`src/rtl/updown_step_counter.sv`:
```
// Up/down step counter with a command handshake: load, clear, and N-step up/down
// walks one increment/decrement per clock, reporting done, sticky wrap and carry pulses.
module updown_step_counter #(
   parameter int unsigned WIDTH = 4
) (
   input  logic             clk,
   input  logic             rst,
   input  logic             cmd_valid,
   output logic             cmd_ready,
   input  logic [1:0]       cmd_op,
   input  logic [WIDTH-1:0] cmd_data,
   output logic [WIDTH-1:0] count,
   output logic             busy,
   output logic             done,
   output logic             wrap,
   output logic             carry
);

   typedef enum logic [1:0] {
      S_IDLE,
      S_RUN,
      S_DONE
   } state_e;

   typedef enum logic [1:0] {
      OP_LOAD  = 2'b00,
      OP_UP    = 2'b01,
      OP_DOWN  = 2'b10,
      OP_CLEAR = 2'b11
   } op_e;

   localparam logic [WIDTH:0]   ONE_EXT = (WIDTH+1)'(1);
   localparam logic [WIDTH-1:0] ONE     = WIDTH'(1);

   state_e           state_q;
   logic [WIDTH-1:0] count_q;
   logic [WIDTH-1:0] remaining_q;
   logic             dir_up_q;
   logic             ready_q;
   logic             busy_q;
   logic             done_q;
   logic             wrap_q;
   logic             carry_q;

   logic [WIDTH:0]   ext_d;
   logic [WIDTH-1:0] step_d;
   logic             step_cy_d;

   // Incrementer/decrementer datapath; the extra MSB is the carry (up) or borrow (down).
   always_comb begin
      ext_d     = dir_up_q ? ({1'b0, count_q} + ONE_EXT) : ({1'b0, count_q} - ONE_EXT);
      step_d    = ext_d[WIDTH-1:0];
      step_cy_d = ext_d[WIDTH];
   end

   always_ff @(posedge clk or posedge rst) begin
      if (rst) begin
         state_q     <= S_IDLE;
         count_q     <= '0;
         remaining_q <= '0;
         dir_up_q    <= 1'b0;
         ready_q     <= 1'b1;
         busy_q      <= 1'b0;
         done_q      <= 1'b0;
         wrap_q      <= 1'b0;
         carry_q     <= 1'b0;
      end else begin
         done_q  <= 1'b0;
         carry_q <= 1'b0;
         unique case (state_q)
            S_IDLE: begin
               if (cmd_valid) begin
                  wrap_q  <= 1'b0;
                  ready_q <= 1'b0;
                  unique case (op_e'(cmd_op))
                     OP_LOAD: begin
                        count_q <= cmd_data;
                        done_q  <= 1'b1;
                        state_q <= S_DONE;
                     end
                     OP_CLEAR: begin
                        count_q <= '0;
                        done_q  <= 1'b1;
                        state_q <= S_DONE;
                     end
                     OP_UP, OP_DOWN: begin
                        dir_up_q <= (op_e'(cmd_op) == OP_UP);
                        if (cmd_data == '0) begin
                           done_q  <= 1'b1;
                           state_q <= S_DONE;
                        end else begin
                           remaining_q <= cmd_data;
                           busy_q      <= 1'b1;
                           state_q     <= S_RUN;
                        end
                     end
                  endcase
               end
            end
            S_RUN: begin
               count_q     <= step_d;
               remaining_q <= remaining_q - ONE;
               carry_q     <= step_cy_d;
               if (step_cy_d) begin
                  wrap_q <= 1'b1;
               end
               if (remaining_q == ONE) begin
                  busy_q  <= 1'b0;
                  done_q  <= 1'b1;
                  state_q <= S_DONE;
               end
            end
            S_DONE: begin
               ready_q <= 1'b1;
               state_q <= S_IDLE;
            end
            default: begin
               ready_q <= 1'b1;
               busy_q  <= 1'b0;
               state_q <= S_IDLE;
            end
         endcase
      end
   end

   assign cmd_ready = ready_q;
   assign count     = count_q;
   assign busy      = busy_q;
   assign done      = done_q;
   assign wrap      = wrap_q;
   assign carry     = carry_q;

endmodule

```
`config.mk`:
```
export PLATFORM = sky130hd
export DESIGN_NAME = updown_step_counter
export DESIGN_NICKNAME = d
export VERILOG_FILES = /design/src/rtl/updown_step_counter.sv
export SDC_FILE = /design/constraint.sdc
export NUM_CORES = 1
export LEC_CHECK = 0
export BUFFER_PORTS_ARGS = -buffer_cell sky130_fd_sc_hd__buf_2
export CORE_UTILIZATION = 54
export DETAILED_ROUTE_END_ITERATION = 10
export GPL_TIMING_DRIVEN = 1
export PLACE_DENSITY = 0.77
export RECOVER_POWER = 100
export SLEW_MARGIN = 20
export SYNTH_ARGS = -nofsm -noshare
export SYNTH_HDL_FRONTEND = slang
export SYNTH_SLANG_ARGS = --single-unit
export TNS_END_PERCENT = 50
```
`constraint.sdc`:
```
create_clock -name clk -period 2.02 [get_ports clk]
set_clock_uncertainty 0.2 [all_clocks]
set_input_delay 0.101 -clock clk [delete_from_list [all_inputs] [get_ports clk]]
set_output_delay 0.101 -clock clk [all_outputs]
set_load 0.1 [all_outputs]
```
Yosys cells after proc, flatten, opt, wreduce, memory -nomap -nowiden. Cells that the tools add are included.

Add/subtract/negate cells: 3. Eq/ne operators: 12. Multiplexer cells: 28. Bitwise operators: 2. Reduce and logical (&&, ||, !) cells: 13.

Operators with widths (count): one-hot mux 4 bit (2 select lines) (3); 2-to-1 mux 4 bit (4); 2-to-1 mux 1 bit (10); AND reduction 3 bit (3); inequality test 2 bit (second input constant) (4); one-hot mux 1 bit (2 select lines) (4); one-hot mux 2 bit (2 select lines) (2); == test 2 bit (second input constant) (3); 2-to-1 mux 2 bit (3); adder 4 x 1 -> 5 bit (second input constant) (1); 2-to-1 mux 5 bit (1); AND reduction 5 bit (1); subtractor 4 x 1 -> 5 bit (second input constant) (1); == test 2 x 1 -> 1 bit (second input constant) (2); == test 4 x 1 -> 1 bit (second input constant) (1); logical NOT 2 bit (2); logical NOT 4 bit (1); AND reduction 2 bit (2); AND reduction 4 bit (1); OR reduction 2 bit (2); subtractor 4 x 1 -> 4 bit (second input constant) (1); inequality test 3 x 1 -> 1 bit (second input constant) (1); one-hot mux 1 bit (3 select lines) (1); inequality test 2 x 1 -> 1 bit (second input constant) (1); other kinds (2) (3).

Flip-flop bits (word level): 16. Input port bits: 9. Output and inout port bits: 9. Logic and storage cells: 67.

Depth between registers and ports, before layout. Gate-level depths: netlist of run 1.

Word-level depth: 5. Depth in mapped cells: 6. Depth with buffers taken out: 6.

Least setup slack after synthesis of run 1. Ideal clock, no wire load.

Kind: register to register. From: register count_q[0] (netlist: count[0]). To: register wrap_q (netlist: wrap). Library setup time: 133 ps. Arrival: 2078 ps. Data required time: 1687 ps. Slack: -391 ps. Cell stages (with the launch flop): 7. Path buffers: 0. Clock period less this slack: 2411 ps. Path through: dfrtp_1 -> inv_1 -> fa_1 -> nand2b_1 -> a21oi_1 -> xnor2_1 -> o21ai_0.

Cells in the longest elaborated chain, start to end: 4. Elaborated cells between the ends (all ways): 5. Classes of those cells: add/sub (2); eq/ne (1); mux (1); reduce/logical (1).

RTL lines: start, declared (line 36) `logic [WIDTH-1:0] count_q;`; start signal, assigned (line 77) `count_q <= cmd_data;`; start signal, assigned (line 101) `count_q <= step_d;`; subtractor 4 x 1 -> 5 bit / adder 4 x 1 -> 5 bit (equally long branches) (line 51) `ext_d = dir_up_q ? ({1'b0, count_q} + ONE_EXT) : ({1'b0, count_q} - ONE_EXT);`; 2-to-1 mux 5 bit * (line 51); inequality test 2 bit (no source line) *; AND reduction 3 bit (no source line) *; end signal, assigned (line 65) `wrap_q <= 1'b0;`; end signal, assigned (line 73) `wrap_q <= 1'b0;`; end signal, assigned (line 105) `wrap_q <= 1'b1;`; end, declared (line 42) `logic wrap_q;`.

Mark *: on every way between the ends. The rest lies on a longest branch, timed or not. A chain may end at the register's enable or synchronous reset.

Final worst setup path of run 1. Same ends and word-level chain as after synthesis.

==> reports/summary.json, run 1 <==
{
  "synthesis": {
    "yosysTopAreaCell": "dfrtp_1",
    "avg_synthesized_cell_area_sq_um": 9.691,
    "synth_seq_area_share_pct": 39.10,
    "netlist.area_leader.share_pct": 36.54,
    "share_of_synthesized_registers_carrying_an_async_set_or_reset_pct": 100.0,
    "synth_enable_flop_cells": 0,
    "synth_ff_type": "dfrtp_1",
    "yosys_register_bits": 16,
    "post_synth_num_cell_types": 37,
    "yosysWarningCount": 0,
    "syn-num-nets": 124,
    "cell_count_after_synthesis": 106,
    "netlist_top_cells_count": "dfrtp_1, inv_1, nor2_1",
    "post-synth-top-count-cell": "dfrtp_1",
    "synth_area_leaders": "dfrtp_1, ha_1, inv_1",
    "post_synth_design_cell_area_sq_um": 1027
  },
  "global_route": {
    "grt_pass1_vias": 853,
    "global_route_wire_length_before_repair_um": 3498,
    "grt_antenna_before_repair": 0,
    "grt_usage_pct": 23.71,
    "globalRoute.totalOverflow": 0,
    "grt_max_degree": 17
  },
  "floorplanning": {
    "initial_core_util_pct": 58.85,
    "die_area_sq_um": 2081,
    "standard_cell_rows": 15,
    "core_area_sq_um": 1745,
    "die_span_in_y_um": 45.62,
    "i_o_pins": 18,
    "die_width_um": 45.62
  },
  "clock_network": {
    "cts_tree": "built",
    "cts.path.max_buffers": 2,
    "clkTransAtPathRegs_ns": 0.10,
    "clk_latency_ns": 0.29,
    "cts_setup_buffers": 0,
    "number_of_buffers_created_by_cts": 3,
    "ctsRootBufferMaster": "clkbuf_4",
    "htree_levels": 1,
    "cts.sink_count": 16,
    "post_cts.resized_instances": 0
  },
  "sta": {
    "setup_total_negative_slack_ns": 0,
    "timing_max_transition_violations_final": 0,
    "timing.final.crit_period_ns": 1.935,
    "worstMarginPinSlew_ns": 0.5890,
    "timing.final.setup_violations": 0,
    "final_min_period_over_clock_period_pct": 95.81,
    "unrepaired_setup_endpoints_after_global_routing": "false",
    "top_achievable_clock_speed_mhz": 516.7,
    "hold_viol_final": 0,
    "worst_slew_margin_rel_pct": 60.69
  },
  "place": {
    "placement.io_buffers": 17,
    "gpl.final_weighted_congestion": 0.8975,
    "detailedPlacementHpwl_um": 1569
  },
  "drt": {
    "drc": 0,
    "wl_met1_um": 955,
    "routed.top_layer": "met4",
    "route.final.wire_length_um": 2080,
    "met3RoutedLength_um": 74,
    "num_vias": 850,
    "wl_met2_um": 1023,
    "final_antenna_net_count": 0,
    "detail_route.first_pass.iterations": 5,
    "route.detailed.vias_per_inst": 5.519,
    "drt-wirelength-per-cell_um": 13.51,
    "drt_first_iter_violations": 26
  },
  "critical_path": {
    "cp_data_arrival_time_ns": 1.90,
    "regToRegSetupSlack_ns": 0.08,
    "crit_path_end_kind": "flip-flop",
    "path_class": "flip-flop to flip-flop",
    "worst_setup_path_start_kind": "flip-flop",
    "crit_path_max_fanout": 5,
    "worst_ep_required_time_ns": 1.99
  },
  "layout": {
    "nNetsFinal": 148,
    "num_antenna_cells": 0,
    "area_growth_pct": 15.59,
    "final_layout_size_suffix_gt1_share_pct": 24.81
  },
  "run_status": {
    "run_status": "finished, final reports clean"
  },
  "hold_path": {
    "min_path_type": "input pin to flip-flop"
  },
  "job": {
    "max_cap_violations": 0
  }
}
## path summary, 6_finish.rpt
| path | endpoint | cells past startpoint | start |
|---|---|---|---|
| min in group asynchronous | dir_up_q$_DFFE_PP0P_ | 3 | rst |
| max | wrap$_DFFE_PP0P_ | 6 | count[0]$_DFFE_PP0P_ |
| max in group asynchronous | count[0]$_DFFE_PP0P_ | 3 | rst |
| max reg2reg | wrap$_DFFE_PP0P_ | 6 | count[0]$_DFFE_PP0P_ |
| min reg2reg | cmd_ready$_DFFE_PP1P_ | 1 | cmd_ready$_DFFE_PP1P_ |
| min | remaining_q[1]$_DFFE_PP0P_ | 4 | cmd_data[1] |
## repair_timing
action	4_1_cts	5_1_grt
endpoints found under the hold margin	18	0
hold buffers	4	0
setup endpoints to repair	0	0
## state kept, by name (all words and copies together) (netlist names)
| signal | cells |
|---|---|
| count | 4 |
| remaining_q | 4 |
| state_q | 2 |
| busy | 1 |
| carry | 1 |
| cmd_ready | 1 |
| dir_up_q | 1 |
| done | 1 |
| wrap | 1 |
## cell type report
class	instances	area (sq um)
Tap cell	25	31.28
Fill cell	148	558.0
Sequential cell	16	407.9
Timing Repair Buffer	22	131.4
Clock buffer	4	36.28
Inverter	12	45.04
Multi-Input combinational cell	75	535.5
## kinds of logic after synthesis
group	Yosys count	share of synthesized area [%]
buffers and inverters	15	7.307
DFF	16	39.10
muxes	4	4.385
and+or+nand+nor	31	15.96
AOI/OAI and AO/OA	28	19.00
adders and majority gates	9	11.69
xor gates and xnor gates	3	2.558
## critical path: stages (launching register included)
cell      delay [ns]
dfrtp_4         0.45
inv_1           0.06
fa_1            0.46
nand2b_1        0.16
a21oi_1         0.21
xnor2_1         0.17
o21ai_0         0.11
## per-layer routing
| metal | up-vias | global-route usage, % |
|---|---|---|
| li1 | 413 | - |
| met1 | 412 | 30.00 |
| met2 | 21 | 39.14 |
| met3 | 4 | 5.952 |
| met4 | 0 | 7.879 |
| met5 | - | 0 |
## placed cells by master (no fill, tap or decap), types with 3 or more instances in the layout
master / Yosys / layout
nand3_1: 3 / 3
o21ai_0: 6 / 6
dlygate4sd3_1: 0 / 4
inv_1: 12 / 12
mux2_2: 4 / 4
ha_1: 8 / 8
a21o_1: 3 / 3
clkbuf_4: 0 / 3
buf_2: 1 / 7
clkbuf_2: 0 / 9
a21oi_1: 7 / 7
dfrtp_1: 15 / 12
nor2_1: 12 / 12
nand2b_1: 3 / 3
## per-stage QoR
step / worst slack (ns) / utilization, % / hold slack [ns] / cells / cell area, sq um
final: 0.08463 / 68.03 / 0.01493 / 154 / 1187
after global placement: 0.2083 / 64.59 / 0.004606 / 146 / 1127
after detailed placement: 0.1530 / 64.59 / 0.001037 / 146 / 1127
after floorplan: -0.04366 / - / -0.1861 / 106 / 1033
after CTS: 0.08388 / 68.96 / 0.02150 / 154 / 1204
after global routing: 0.01055 / 68.03 / 0.04099 / 154 / 1187
Power of run 1 is left out: the tool's default activity adds up to more than one toggle a clock period on the data nets, which glitch-free logic cannot reach.
==> run 2, diff against run 1 <==
--- a/config.mk
+++ b/config.mk
@@ -5,8 +5,10 @@
 export SDC_FILE = /design/constraint.sdc
 export NUM_CORES = 1
 export LEC_CHECK = 0
+export ABC_AREA = 1
 export BUFFER_PORTS_ARGS = -buffer_cell sky130_fd_sc_hd__buf_2
 export CORE_UTILIZATION = 54
+export CTS_CLUSTER_SIZE = 40
 export DETAILED_ROUTE_END_ITERATION = 10
 export GPL_TIMING_DRIVEN = 1
 export PLACE_DENSITY = 0.77
==> run 2 against run 1 <==
  * Fmax is 12% higher
  * Setup slack improved by 0.21 ns
  * Area after synthesis is 0.73% lower
  * Highest routed layer unchanged
  * Largest cell class unchanged
  * First-iteration DRC count grew 12%
  * Utilization up 0.79 points
  * Global-route usage grew 1.7 points
  * Sequential share of layout area decreased by 0.60 points
  * Register-to-register slack improved by 0.21 ns
  * Critical path depth rose by 1
  * Cell area increased by 1.2%
  * Via count is 8.0% higher
==> reports/summary.json, run 2 <==
{
  "run_status": {
    "run_status": {"value": "finished, final reports clean", "change": "unchanged"}
  },
  "sta": {
    "timing.final.setup_violations": {"value": 0, "change": "unchanged"},
    "final_min_period_over_clock_period": {"value": 85.49, "unit": "%", "change": "was 95.81%"},
    "timing_max_transition_violations_final": {"value": 0, "change": "unchanged"},
    "unrepaired_setup_endpoints_after_global_routing": {"value": "false", "change": "unchanged"},
    "worstMarginPinSlew": {"value": 0.6165, "unit": "ns", "change": "was 0.5890 ns"},
    "worst_slew_margin_rel": {"value": 58.86, "unit": "%", "change": "was 60.69%"},
    "post_route_setup_slack": {"value": 0.2932, "unit": "ns", "change": "was 0.08463 ns"},
    "hold_viol_final": {"value": 0, "change": "unchanged"},
    "top_achievable_clock_speed": {"value": 579.1, "unit": "MHz", "change": "was 516.7 MHz"},
    "timing.final.crit_period": {"value": 1.727, "unit": "ns", "change": "was 1.935 ns"},
    "setup_total_negative_slack": {"value": 0, "unit": "ns", "change": "unchanged"}
  },
  "critical_path": {
    "critical-path-top-cell-by-count": "nand2_1",
    "critPathTopFamily": {"value": "flip-flops", "change": "was adder cells"},
    "worst_setup_path_start_kind": {"value": "flip-flop", "change": "unchanged"},
    "r2r.worst_path.cells": {"value": 7, "change": "was 6"},
    "timing.critical_path.slowest_stage_cell": {"value": "dfrtp_1", "change": "was fa_1"},
    "cp_data_arrival_time": {"value": 1.74, "unit": "ns", "change": "was 1.90 ns"},
    "path_class": {"value": "flip-flop to flip-flop", "change": "unchanged"},
    "crit_path_end_kind": {"value": "flip-flop", "change": "unchanged"},
    "crit_path_buf_inv_count": {"value": 1, "change": "unchanged"},
    "cp_cell_sequence": {"value": "inv_1 > ha_1 > a21oi_1 > nand2_1 > nand2_1 > nand2_1 > o21ai_0", "change": "was inv_1 > fa_1 > nand2b_1 > a21oi_1 > xnor2_1 > o21ai_0"},
    "cp_slowest_stage_delay": {"value": 0.42, "unit": "ns", "change": "was 0.46 ns"},
    "crit_path_max_fanout": {"value": 5, "change": "unchanged"},
    "worst_ep_required_time": {"value": 2.04, "unit": "ns", "change": "was 1.99 ns"},
    "worstSetupPathDepth": {"value": 7, "change": "was 6"}
  },
  "job": {
    "max_cap_violations": {"value": 0, "change": "unchanged"}
  },
  "drt": {
    "drt-wirelength-per-cell": {"value": 11.91, "unit": "um", "change": "was 13.51 um"},
    "detail_route.first_pass.iterations": {"value": 4, "change": "was 5"},
    "route.final.wire_length": {"value": 2216, "unit": "um", "change": "was 2080 um"},
    "drt_first_iter_violations": {"value": 29, "change": "was 26"},
    "route.detailed.vias_per_inst": {"value": 4.935, "change": "was 5.519"},
    "final_antenna_net_count": {"value": 0, "change": "unchanged"},
    "num_vias": {"value": 918, "change": "was 850"},
    "drc": {"value": 0, "change": "unchanged"}
  },
  "layout": {
    "nNetsFinal": {"value": 180, "change": "was 148"},
    "layout.cells.most_common": "nand2_1",
    "multi_input_comb_area": {"value": 514.2, "unit": "sq um", "change": "was 535.5 sq um"},
    "num_antenna_cells": {"value": 0, "change": "unchanged"},
    "n_fill_cell": {"value": 166, "change": "was 148"},
    "final_layout_size_suffix_gt1_share": {"value": 19.25, "unit": "%", "change": "was 24.81%"},
    "layout.cells.most_common_list": {"value": "nand2_1, nor2_1, inv_1", "change": "was nor2_1, inv_1, dfrtp_1"},
    "postLayoutCoreUtil": {"value": 68.82, "unit": "%", "change": "was 68.03%"},
    "area_growth": {"value": 17.79, "unit": "%", "change": "was 15.59%"},
    "register_area": {"value": 405.4, "unit": "sq um", "change": "was 407.9 sq um"}
  },
  "synthesis": {
    "yosys_register_bits": {"value": 16, "change": "unchanged"},
    "yosysWarningCount": {"value": 0, "change": "unchanged"},
    "netlist_top_cells_count": {"value": "nand2_1, nor2_1, dfrtp_1", "change": "was dfrtp_1, inv_1, nor2_1"},
    "post_synth_num_cell_types": {"value": 21, "change": "was 37"},
    "yosysTopAreaCell": {"value": "dfrtp_1", "change": "unchanged"},
    "avg_synthesized_cell_area": {"value": 7.554, "unit": "sq um", "change": "was 9.691 sq um"},
    "share_of_synthesized_registers_carrying_an_async_set_or_reset": {"value": 100.0, "unit": "%", "change": "unchanged"},
    "synth_seq_area_share": {"value": 39.39, "unit": "%", "change": "was 39.10%"},
    "cell_count_after_synthesis": {"value": 135, "change": "was 106"},
    "netlist.area_leader.share": {"value": 36.81, "unit": "%", "change": "was 36.54%"},
    "synth_area_leaders": {"value": "dfrtp_1, nand2_1, ha_1", "change": "was dfrtp_1, ha_1, inv_1"},
    "syn-num-nets": {"value": 153, "change": "was 124"},
    "synth_enable_flop_cells": {"value": 0, "change": "unchanged"},
    "post_synth_design_cell_area": {"value": 1020, "unit": "sq um", "change": "was 1027 sq um"},
    "post-synth-top-count-cell": {"value": "nand2_1", "change": "was dfrtp_1"},
    "synth_ff_type": {"value": "dfrtp_1", "change": "unchanged"}
  },
  "clock_network": {
    "cts.sink_count": {"value": 16, "change": "unchanged"},
    "cts_tree": {"value": "built", "change": "unchanged"},
    "clk_latency": {"value": 0.30, "unit": "ns", "change": "was 0.29 ns"},
    "cts.path.max_buffers": {"value": 2, "change": "unchanged"},
    "post_cts.resized_instances": {"value": 0, "change": "unchanged"},
    "clkTransAtPathRegs": {"value": 0.09, "unit": "ns", "change": "was 0.10 ns"},
    "number_of_buffers_created_by_cts": {"value": 3, "change": "unchanged"},
    "htree_levels": {"value": 1, "change": "unchanged"},
    "ctsRootBufferMaster": {"value": "clkbuf_4", "change": "unchanged"}
  },
  "floorplanning": {
    "die_area": {"value": 2066, "unit": "sq um", "change": "was 2081 sq um"},
    "die_span_in_y": {"value": 45.46, "unit": "um", "change": "was 45.62 um"},
    "i_o_pins": {"value": 18, "change": "unchanged"},
    "die_width": {"value": 45.46, "unit": "um", "change": "was 45.62 um"},
    "core_area": {"value": 1745, "unit": "sq um", "change": "unchanged"},
    "initial_core_util": {"value": 58.42, "unit": "%", "change": "was 58.85%"},
    "standard_cell_rows": {"value": 15, "change": "unchanged"}
  },
  "hold_path": {
    "min_path_type": {"value": "input pin to flip-flop", "change": "unchanged"},
    "worst_hold_path.num_cells": {"value": 4, "change": "unchanged"}
  },
  "place": {
    "placement.io_buffers": {"value": 17, "change": "unchanged"},
    "gpl.final_weighted_congestion": {"value": 0.8651, "change": "was 0.8975"},
    "detailedPlace.worstSlack": {"value": 0.3038, "unit": "ns", "change": "was 0.1530 ns"},
    "detailedPlacementHpwl": {"value": 1666, "unit": "um", "change": "was 1569 um"}
  },
  "global_route": {
    "global_route_wire_length_before_repair": {"value": 3588, "unit": "um", "change": "was 3498 um"},
    "globalRoute.totalOverflow": {"value": 0, "change": "unchanged"},
    "grt_max_degree": {"value": 17, "change": "unchanged"},
    "grt_antenna_before_repair": {"value": 0, "change": "unchanged"},
    "grt_usage": {"value": 25.38, "unit": "%", "change": "was 23.71%"},
    "grt_pass1_vias": {"value": 882, "change": "was 853"}
  }
}
[run 2: cell count changes after synthesis, sizes merged, moves of 3 or more]
| cell | before | now |
|---|---|---|
| nand3 | 3 | 8 |
| nand2 | 3 | 40 |
| nor2 | 12 | 20 |
| a21o | 3 | 0 |
| nand2b | 4 | 0 |
| inv | 12 | 21 |
| mux2 | 4 | 0 |
[run 2: cells by family (layout without fill, tap and decap cells)]
group,after synthesis,after routing,synth area share (%)
simple gates,68,68,28.22
fa+ha+maj,9,9,11.78
buf+inv,22,48,8.835
xor+xnor,2,2,1.718
flops,16,16,39.39
compound gates,18,18,10.06
[run 2: final cells by class]
class,count,area share (%)
timing repair buffer,23,12.08
multi-input combinational,97,42.81
inverter,21,6.563
sequential,16,33.75
tap,25,2.604
clock buffer,4,2.188
[run 2: path summary, 6_finish.rpt]
kind / from / endpoint / slack, ns
min: cmd_op[0] / dir_up_q$_DFFE_PP0P_ / 0.03
min reg2reg: cmd_ready$_DFFE_PP1P_ / cmd_ready$_DFFE_PP1P_ / 0.30
max reg2reg: dir_up_q$_DFFE_PP0P_ / wrap$_DFFE_PP0P_ / 0.29
max: dir_up_q$_DFFE_PP0P_ / wrap$_DFFE_PP0P_ / 0.29
max in group asynchronous: rst / count[3]$_DFFE_PP0P_ / 0.98
min in group asynchronous: rst / done$_DFF_PP0_ / 0.20
[run 2: routing by layer]
layer	global-route usage (%)	vias up	part of all wire (%)
met1	29.59	419	44
li1	-	473	-
met3	3.571	5	3.7
met2	45.14	21	51
met4	12.12	0	1.9
met5	0	-	0
[run 2: repair_timing]
action | 4_1_cts | 5_1_grt
hold buffers | 6 | 0
buffers inserted | 0 | 0
hold endpoints to repair | 24 | 0
[run 2: worst register-to-register path, stage by stage, from the launching register on]
cell	delay (ns)
dfrtp_1	0.42
inv_1	0.16
ha_1	0.30
a21oi_1	0.22
nand2_1	0.09
nand2_1	0.06
nand2_1	0.06
o21ai_0	0.14
[run 2: through the flow]
stage,instances,hold slack (ns),cell area (sq um)
after floorplan,135,-0.1862,1023
after global placement,176,-0.007306,1129
after CTS,186,0.03712,1215
after global routing,186,0.09862,1201
final,186,0.03352,1201
after detailed placement,176,0.008053,1129
Power of run 2 is left out for the same reason.
